**config.mk**
```make
export PLATFORM = sky130hd
export DESIGN_NAME = axi_line_writer_flat
export DESIGN_NICKNAME = d
export VERILOG_FILES = /design/src/rtl/axi_line_writer_if.sv /design/src/rtl/axi_line_writer.sv /design/src/flat_wrapper.sv
export SDC_FILE = /design/constraint.sdc
export NUM_CORES = 1
export LEC_CHECK = 0
export CAP_MARGIN = 30
export CORE_MARGIN = 2
export CORE_UTILIZATION = 40
export CTS_CLUSTER_DIAMETER = 60
export DETAILED_ROUTE_END_ITERATION = 7
export PLACE_DENSITY = 0.85
export SKIP_LAST_GASP = 1
export SYNTH_ARGS = -nofsm -noshare
export SYNTH_HDL_FRONTEND = slang
export SYNTH_SLANG_ARGS = --single-unit
```
**constraint.sdc**
```tcl
create_clock -name clk -period 19.1 [get_ports clk]
set_input_delay 3.82 -clock clk [delete_from_list [all_inputs] [get_ports clk]]
set_output_delay 3.82 -clock clk [all_outputs]
set_load 0.02 [all_outputs]
```
**src/rtl/axi_line_writer_if.sv**
```systemverilog
// AXI4 write-address, write-data and write-response channels for the line writer.
// A beat transfers on a rising edge where valid and ready are both high; once raised, valid and its payload hold until that edge.
interface axi_line_writer_if #(
    parameter int DATA_W = 32,
    parameter int ID_W   = 4
);
    logic [ID_W-1:0]     awid;
    logic [31:0]         awaddr;
    logic [7:0]          awlen;
    logic [2:0]          awsize;
    logic [1:0]          awburst;
    logic                awvalid;
    logic                awready;

    logic [DATA_W-1:0]   wdata;
    logic [DATA_W/8-1:0] wstrb;
    logic                wlast;
    logic                wvalid;
    logic                wready;

    logic [ID_W-1:0]     bid;
    logic [1:0]          bresp;
    logic                bvalid;
    logic                bready;

    modport master (
        output awid, awaddr, awlen, awsize, awburst, awvalid,
        input  awready,
        output wdata, wstrb, wlast, wvalid,
        input  wready,
        input  bid, bresp, bvalid,
        output bready
    );

    modport slave (
        input  awid, awaddr, awlen, awsize, awburst, awvalid,
        output awready,
        input  wdata, wstrb, wlast, wvalid,
        output wready,
        output bid, bresp, bvalid,
        input  bready
    );
endinterface

```
**src/rtl/axi_line_writer.sv**
```systemverilog
// Write-buffer drain: turns one held line request into a single AXI4 INCR burst and pulses done_o on the B response.
module axi_line_writer #(
    parameter int              LINE_W = 128,
    parameter int              DATA_W = 32,
    parameter int              ID_W   = 4,
    parameter logic [ID_W-1:0] AXI_ID = ID_W'(1)
) (
    input  logic              clk,
    input  logic              rst,
    input  logic              req_i,
    input  logic [31:0]       addr_i,
    input  logic [LINE_W-1:0] data_i,
    output logic              done_o,
    output logic              busy_o,
    output logic              err_o,
    output logic [2:0]        o_dbg_state,
    axi_line_writer_if.master axi
);
    localparam int BEATS  = LINE_W / DATA_W;
    localparam int BEAT_W = (BEATS > 1) ? $clog2(BEATS) : 1;
    localparam int OFF_W  = $clog2(LINE_W / 8);

    typedef enum logic [2:0] {
        S_IDLE = 3'd0,
        S_ADDR = 3'd1,
        S_DATA = 3'd2,
        S_RESP = 3'd3,
        S_DONE = 3'd4
    } state_t;

    state_t            r_state;
    logic [BEAT_W-1:0] r_beat;
    logic [LINE_W-1:0] r_line;
    logic [31:0]       r_addr;
    logic              r_awvalid;
    logic              r_wvalid;
    logic              r_wlast;
    logic              r_bready;
    logic              r_done;
    logic              r_busy;
    logic              r_err;
    logic              w_unused;

    // BID is not checked (single outstanding burst) and the line offset bits are discarded.
    assign w_unused = ^{axi.bid, addr_i[OFF_W-1:0]};

    always_ff @(posedge clk) begin
        if (!rst) begin
            r_state   <= S_IDLE;
            r_beat    <= '0;
            r_awvalid <= 1'b0;
            r_wvalid  <= 1'b0;
            r_wlast   <= 1'b0;
            r_bready  <= 1'b0;
            r_done    <= 1'b0;
            r_busy    <= 1'b0;
            r_err     <= 1'b0;
        end else begin
            r_done <= 1'b0;
            case (r_state)
                S_IDLE: begin
                    if (req_i) begin
                        r_addr    <= {addr_i[31:OFF_W], OFF_W'(0)};
                        r_line    <= data_i;
                        r_beat    <= '0;
                        r_awvalid <= 1'b1;
                        r_busy    <= 1'b1;
                        r_state   <= S_ADDR;
                    end
                end
                S_ADDR: begin
                    if (axi.awready) begin
                        r_awvalid <= 1'b0;
                        r_wvalid  <= 1'b1;
                        r_wlast   <= (BEATS == 1);
                        r_state   <= S_DATA;
                    end
                end
                S_DATA: begin
                    if (axi.wready) begin
                        if (r_wlast) begin
                            r_wvalid <= 1'b0;
                            r_wlast  <= 1'b0;
                            r_bready <= 1'b1;
                            r_state  <= S_RESP;
                        end else begin
                            r_beat  <= r_beat + BEAT_W'(1);
                            r_wlast <= (r_beat == BEAT_W'(BEATS - 2));
                        end
                    end
                end
                S_RESP: begin
                    if (axi.bvalid) begin
                        r_bready <= 1'b0;
                        r_done   <= 1'b1;
                        if (axi.bresp != 2'b00) r_err <= 1'b1;
                        r_state  <= S_DONE;
                    end
                end
                // req_i is still high here until the buffer sees done; ignoring it prevents a replay.
                S_DONE: begin
                    r_busy  <= 1'b0;
                    r_state <= S_IDLE;
                end
                default: begin
                    r_state <= S_IDLE;
                end
            endcase
        end
    end

    assign axi.awid    = AXI_ID;
    assign axi.awaddr  = r_addr;
    assign axi.awlen   = 8'(BEATS - 1);
    assign axi.awsize  = 3'($clog2(DATA_W / 8));
    assign axi.awburst = 2'b01;
    assign axi.awvalid = r_awvalid;
    assign axi.wdata   = r_line[r_beat*DATA_W +: DATA_W];
    assign axi.wstrb   = '1;
    assign axi.wlast   = r_wlast;
    assign axi.wvalid  = r_wvalid;
    assign axi.bready  = r_bready;

    assign done_o      = r_done;
    assign busy_o      = r_busy;
    assign err_o       = r_err;
    assign o_dbg_state = r_state;
endmodule
```
**src/flat_wrapper.sv**
```systemverilog
// flat-port wrapper written by rule: the top's interface ports become plain ports
module axi_line_writer_flat 
#(
    parameter int              LINE_W = 128,
    parameter int              DATA_W = 32,
    parameter int              ID_W   = 4,
    parameter logic [ID_W-1:0] AXI_ID = ID_W'(1)
)
  (clk, rst, req_i, addr_i, data_i, done_o, busy_o, err_o, o_dbg_state, axi_awid, axi_awaddr, axi_awlen, axi_awsize, axi_awburst, axi_awvalid, axi_awready, axi_wdata, axi_wstrb, axi_wlast, axi_wvalid, axi_wready, axi_bid, axi_bresp, axi_bvalid, axi_bready);
  axi_line_writer_if #(.DATA_W(DATA_W), .ID_W(ID_W)) axi_i ();
  input  logic clk;
  input  logic rst;
  input  logic req_i;
  input  logic [31:0] addr_i;
  input  logic [LINE_W-1:0] data_i;
  output logic done_o;
  output logic busy_o;
  output logic err_o;
  output logic [2:0] o_dbg_state;
  output wire logic [$bits(axi_i.awid)-1:0] axi_awid;
  output wire logic [$bits(axi_i.awaddr)-1:0] axi_awaddr;
  output wire logic [$bits(axi_i.awlen)-1:0] axi_awlen;
  output wire logic [$bits(axi_i.awsize)-1:0] axi_awsize;
  output wire logic [$bits(axi_i.awburst)-1:0] axi_awburst;
  output wire logic [$bits(axi_i.awvalid)-1:0] axi_awvalid;
  input wire logic [$bits(axi_i.awready)-1:0] axi_awready;
  output wire logic [$bits(axi_i.wdata)-1:0] axi_wdata;
  output wire logic [$bits(axi_i.wstrb)-1:0] axi_wstrb;
  output wire logic [$bits(axi_i.wlast)-1:0] axi_wlast;
  output wire logic [$bits(axi_i.wvalid)-1:0] axi_wvalid;
  input wire logic [$bits(axi_i.wready)-1:0] axi_wready;
  input wire logic [$bits(axi_i.bid)-1:0] axi_bid;
  input wire logic [$bits(axi_i.bresp)-1:0] axi_bresp;
  input wire logic [$bits(axi_i.bvalid)-1:0] axi_bvalid;
  output wire logic [$bits(axi_i.bready)-1:0] axi_bready;
  assign axi_awid = axi_i.awid;
  assign axi_awaddr = axi_i.awaddr;
  assign axi_awlen = axi_i.awlen;
  assign axi_awsize = axi_i.awsize;
  assign axi_awburst = axi_i.awburst;
  assign axi_awvalid = axi_i.awvalid;
  assign axi_i.awready = axi_awready;
  assign axi_wdata = axi_i.wdata;
  assign axi_wstrb = axi_i.wstrb;
  assign axi_wlast = axi_i.wlast;
  assign axi_wvalid = axi_i.wvalid;
  assign axi_i.wready = axi_wready;
  assign axi_i.bid = axi_bid;
  assign axi_i.bresp = axi_bresp;
  assign axi_i.bvalid = axi_bvalid;
  assign axi_bready = axi_i.bready;
  axi_line_writer #(.LINE_W(LINE_W), .DATA_W(DATA_W), .ID_W(ID_W), .AXI_ID(AXI_ID)) u_core (.clk(clk), .rst(rst), .req_i(req_i), .addr_i(addr_i), .data_i(data_i), .done_o(done_o), .busy_o(busy_o), .err_o(err_o), .o_dbg_state(o_dbg_state), .axi(axi_i));
endmodule
```
==> impl_metrics.ini, run 1 <==
[synth]
syn-cell-area_um2 = 6160
ys_seq_area_share_pct = 79.9
synthCells = 282
synthSimpleGateAreaFrac_pct = 2.54
synth_top_family_by_area = multiplexers
synth_top_area_share_pct = 76.0
ys_types = 30
ys_warn_count = 0
synth_edf_count = 156
synth_area_leaders = edfxtp_1 (76%), mux4_2 (12%), dfxtp_1 (3.9%)
synth-seq-cells = 168
synth_fa_ha_area_share_pct = 0.203
synthMuxAreaShare_pct = 11.9
synth_async_sr_flop_share_pct = 0
synth_ff_type = edfxtp_1
synth-xor-area-share_pct = 0
synth-compound-area-share_pct = 1.30
yosys.area.top_type = edfxtp_1
synth_area_per_cell_um2 = 21.9

[setup_path]
crit_chain = buf_4, mux4_2, clkdlybuf4s50_1
arrival_ns = 2.78
end_kind = primary output
ff2ff_path_depth = 4
crit_end = axi_wdata[3]
rrSetupSlack_ns = 16.74
regToRegStartpoint = u_core.o_dbg_state[1]$_SDFFE_PN0P_
crit_buf_inv = 2
worst-path-stages = 3
crit_family = buffers and inverters
start_kind = flip-flop
r2r-end = u_core.r_line[108]$_DFFE_PP_
crit_required_ns = 15.28
slowest_stage = dfxtp_2
cp_max_fo = 19
startpoint = u_core.r_beat[0]$_SDFFE_PN0P_
crit_type = reg -> out
max_stage_delay_ns = 0.71

[detailed_routing]
vias = 3547
wire_per_inst_um = 18.5
drtPass1Iterations = 4
viasPerCell = 4.87
wl_mm = 13.5
drt_iter0_drc = 187
drc = 0
ant_nets = 0

[clock_network]
cts_made_buffers = 17
clockBufferDepth = 2
cts.clk_slew.worst_paths_ns = 0.07
cts_root_buf = clkbuf_16
cts_resized = 0
holdBufCountCts = 0
clock_latency_ns = 0.42
post-cts-setup-buffers = 0
htree_num_levels = 4
cts_tree = yes
cts_sinks = 168

[power_and_ir_drop]
irDropWorstVdd_uv = 54.9
finalPower_mw = 0.862
p_leak_nw = 3.10
power.density_nw_per_um2 = 93.3

[sta]
setup_viol = 0
relSlewSlack_pct = 40.2
setup_tns_ns = 0
fin_ws_ns = 12.50
hold_slack_ns = 0.505
fmax_mhz = 151
period_needed_ns = 6.60
rsz0062_at_grt = no
finClkSkew_ns = 0.0116
period_share_pct = 34.6
final-hold-violation-count = 0
tightest_slew_ns = 0.897
drv_slew = 0

[place]
dp_hpwl_mm = 9.60
dp_slack_ns = 12.85
dpl.cell_count = 696
numPortBuffers = 233
place.gp.congestion = 0.780

[die]
initial_core_util_pct = 40.7
die_area_um2 = 16400
die_w_um = 128
coreArea_um2 = 15100
die_y_um = 128
ios = 267
num_rows = 45

[global_route]
grt_pass1_wl_mm = 20.1
first_global_vias = 3853
grt-ovfl-total = 0
grt_use_total_pct = 16.6
grt_start_max_net_pins = 72
antenna_found_initial = 0

[layout]
areaGrowthSynthToFinish_pct = 49.9
instances_no_fill = 728
layout_commonest_cell = clkdlybuf4s50_1
num_antenna_cells = 0
nets = 700
final_cell_mix = clkdlybuf4s50_1 (233), edfxtp_1 (156), mux4_2 (32)
drive_gt1_share_pct = 13.3

[run]
maxCapViolations = 0

[run_status]
status = finished clean

[hold_path]
hp-class = reg -> reg
## worst min-delay path, delay by kind of cell (launching register included)
kind / cells / cell delay [ns]
DFF: 1 / 0.31
AOI/OAI and AO/OA: 2 / 0.15
## how the worst min path moves through the flow
stage	to	cells past startpoint	slack, ns	startpoint
after global placement	u_core.err_o$_SDFFE_PN0P_	1	0.45	u_core.err_o$_SDFFE_PN0P_
after detailed placement	u_core.axi.wvalid$_SDFFE_PN0P_	2	0.49	u_core.axi.wvalid$_SDFFE_PN0P_
final	u_core.axi.wvalid$_SDFFE_PN0P_	2	0.51	u_core.axi.wvalid$_SDFFE_PN0P_
after floorplan	u_core.axi.wvalid$_SDFFE_PN0P_	2	0.56	u_core.axi.wvalid$_SDFFE_PN0P_
after global routing	u_core.axi.wvalid$_SDFFE_PN0P_	2	0.53	u_core.axi.wvalid$_SDFFE_PN0P_
after CTS	u_core.axi.wvalid$_SDFFE_PN0P_	2	0.50	u_core.axi.wvalid$_SDFFE_PN0P_
## final cells by class
| type | instances | area [um2] |
|---|---|---|
| fill | 1076 | 5910 |
| sequential | 168 | 4930 |
| timing repair buffer | 238 | 2380 |
| multi-input combinational | 99 | 1080 |
| clock buffer | 17 | 425 |
| tap | 188 | 235 |
| clock inverter | 15 | 176 |
| inverter | 3 | 11.3 |
## registers in the layout, indices dropped and copies added, names as in the netlist
name                count
u_core.r_line         128
u_core.axi.awaddr      28
u_core.o_dbg_state      3
u_core.r_beat           2
u_core.axi.awvalid      1
u_core.axi.bready       1
u_core.axi.wlast        1
u_core.axi.wvalid       1
u_core.busy_o           1
u_core.done_o           1
u_core.err_o            1
## logic make-up after synthesis
group,count (synthesis)
multiplexers,33
adder cells (fa/ha/maj),1
AO/OA/AOI/OAI,12
other,2
buffers and inverters,38
flip-flops,168
AND/OR/NAND/NOR,28
## layer usage
metal	part of all wire, %	GRT usage (%)	routed length, um	vias to the layer above
met5	0	0	0	-
met4	2.0	6.46	267	0
met3	9.3	6.18	1250	21
met2	53	29.9	7090	206
met1	36	17.8	4860	1740
li1	-	-	-	1580
## cell usage after synthesis, types with 2 or more instances
library cell and number:
edfxtp_1 156, conb_1 2, dfxtp_1 12, a21oi_1 3
or3_1 2, clkbuf_1 4, a31oi_1 2, nand3_1 3
nand2b_1 2, nand2_1 4, nand3b_1 3, buf_4 28
inv_1 2, buf_2 3, nand4bb_1 2, mux4_2 32
nor2_1 8, o21ai_1 2
## report_power, final
group | internal [mW] | switching (mW)
Sequential | 0.423 | 0.00617
Combinational | 0.0501 | 0.0363
Clock | 0.206 | 0.140
## metrics by stage
stage               area (um2)  utilization (%)
floorplan                 6250                -
finish                    9240             61.0
global route              9240             61.0
CTS                       9240             61.0
global placement          8610             56.9
detailed placement        8630             57.0
(Power assumes the default switching activity.)
==> run 2: changes to the inputs <==
- clock period: 19.1 -> 6.3 ns (I/O delays scaled with it)
==> run 2 against run 1 <==
  * Total power increased to 3.0 times the previous value
  * Sequential power increased to 3.0 times the previous value
  * Largest cell class unchanged
  * Sequential cell count unchanged
==> impl_metrics.ini, run 2 (same netlist as run 1, synthesis figures left out) <==
[detailed_routing]
wl_mm = 13.8
wire_per_inst_um = 19.0
viasPerCell = 4.84
ant_nets = 0
vias = 3516
drtPass1Iterations = 4
drc = 0
drt_iter0_drc = 145

[clock_network]
cts_made_buffers = 17
clockBufferDepth = 2
cts_resized = 0
cts_sinks = 168
holdBufCountCts = 0
clock_latency_ns = 0.42
cts_tree = yes
htree_num_levels = 4
cts.clk_slew.worst_paths_ns = 0.07
post-cts-setup-buffers = 0
cts_root_buf = clkbuf_16

[power_and_ir_drop]
finalPower_mw = 2.59
irDropWorstVdd_uv = 228
power.density_nw_per_um2 = 280
p_leak_nw = 3.10

[layout]
final_cell_mix = clkdlybuf4s50_1 (233), edfxtp_1 (156), mux4_2 (32)
regMostFlops = u_core.r_line
num_antenna_cells = 0
drive_gt1_share_pct = 13.4
areaGrowthSynthToFinish_pct = 49.9
layout_commonest_cell = clkdlybuf4s50_1
largest_register_ffs = 128
nets = 699

[place]
dp_hpwl_mm = 9.97
numPortBuffers = 233
place.gp.congestion = 0.735

[setup_path]
start_kind = flip-flop
rrSetupSlack_ns = 4.03
end_kind = primary output
crit_required_ns = 5.04
crit_type = reg -> out
arrival_ns = 2.80
cp_max_fo = 19

[die]
die_area_um2 = 16400
die_w_um = 128
die_y_um = 128
ios = 267
initial_core_util_pct = 40.7
coreArea_um2 = 15100
num_rows = 45

[run_status]
status = finished clean

[run]
maxCapViolations = 0

[global_route]
antenna_found_initial = 0
first_global_vias = 3769
grt-ovfl-total = 0
grt_use_total_pct = 17.0
grt_start_max_net_pins = 94
grt_pass1_wl_mm = 20.5

[sta]
relSlewSlack_pct = 52.7
drv_slew = 0
hold_slack_ns = 0.486
rsz0062_at_grt = no
period_needed_ns = 4.06
setup_viol = 0
final-hold-violation-count = 0
setup_tns_ns = 0
finClkSkew_ns = 0.00980
tightest_slew_ns = 0.707
period_share_pct = 64.4
fmax_mhz = 247

[hold_path]
hp-class = reg -> reg
run 2: cell types whose count changed in the layout (fill, tap and decap cells not counted), moves of 2 or more:
cell | before | now
buf_12 | 1 | 3
buf_4 | 4 | 1
bufinv_16 | 3 | 1
clkinv_4 | 4 | 0
inv_6 | 2 | 6
inv_8 | 0 | 3
run 2: final cells by class:
class | instances | area [um2]
Clock buffer | 17 | 425
Tap cell | 188 | 235
Inverter | 3 | 11.3
Fill cell | 1078 | 5900
Sequential cell | 168 | 4930
Timing Repair Buffer | 237 | 2400
Clock inverter | 15 | 158
Multi-Input combinational cell | 99 | 1080
run 2: power breakdown:
part	switching [mW]	internal, mW
Sequential	0.0193	1.28
Clock	0.459	0.562
Combinational	0.112	0.154
run 2: worst paths after layout:
kind | from | end | cells after the start
max | u_core.r_beat[0]$_SDFFE_PN0P_ | axi_wdata[25] | 3
min reg2reg | u_core.err_o$_SDFFE_PN0P_ | u_core.err_o$_SDFFE_PN0P_ | 1
max reg2reg | u_core.o_dbg_state[1]$_SDFFE_PN0P_ | u_core.r_line[38]$_DFFE_PP_ | 3
min | u_core.err_o$_SDFFE_PN0P_ | u_core.err_o$_SDFFE_PN0P_ | 1
run 2: worst max-delay path: stages, from the launching register on:
cell and delay (ns):
dfxtp_2 0.74, buf_4 0.47, mux4_2 0.58, clkdlybuf4s50_1 0.58
run 2: per-layer routing:
layer	global-route usage (%)	routed length, um	vias to the layer above
met1	17.7	4910	1729
met3	8.01	1350	12
met5	0	0	-
met4	5.43	139	0
li1	-	-	1585
met2	30.4	7390	190
run 2: metrics by stage:
step	cell area, um2	utilization (%)	setup slack (ns)	cells
global placement	8640	57.0	2.59	694
floorplan	6260	-	0.709	305
detailed placement	8660	57.2	2.61	695
finish	9240	61.0	2.24	727
global route	9240	61.0	2.01	727
CTS	9240	61.0	2.12	727
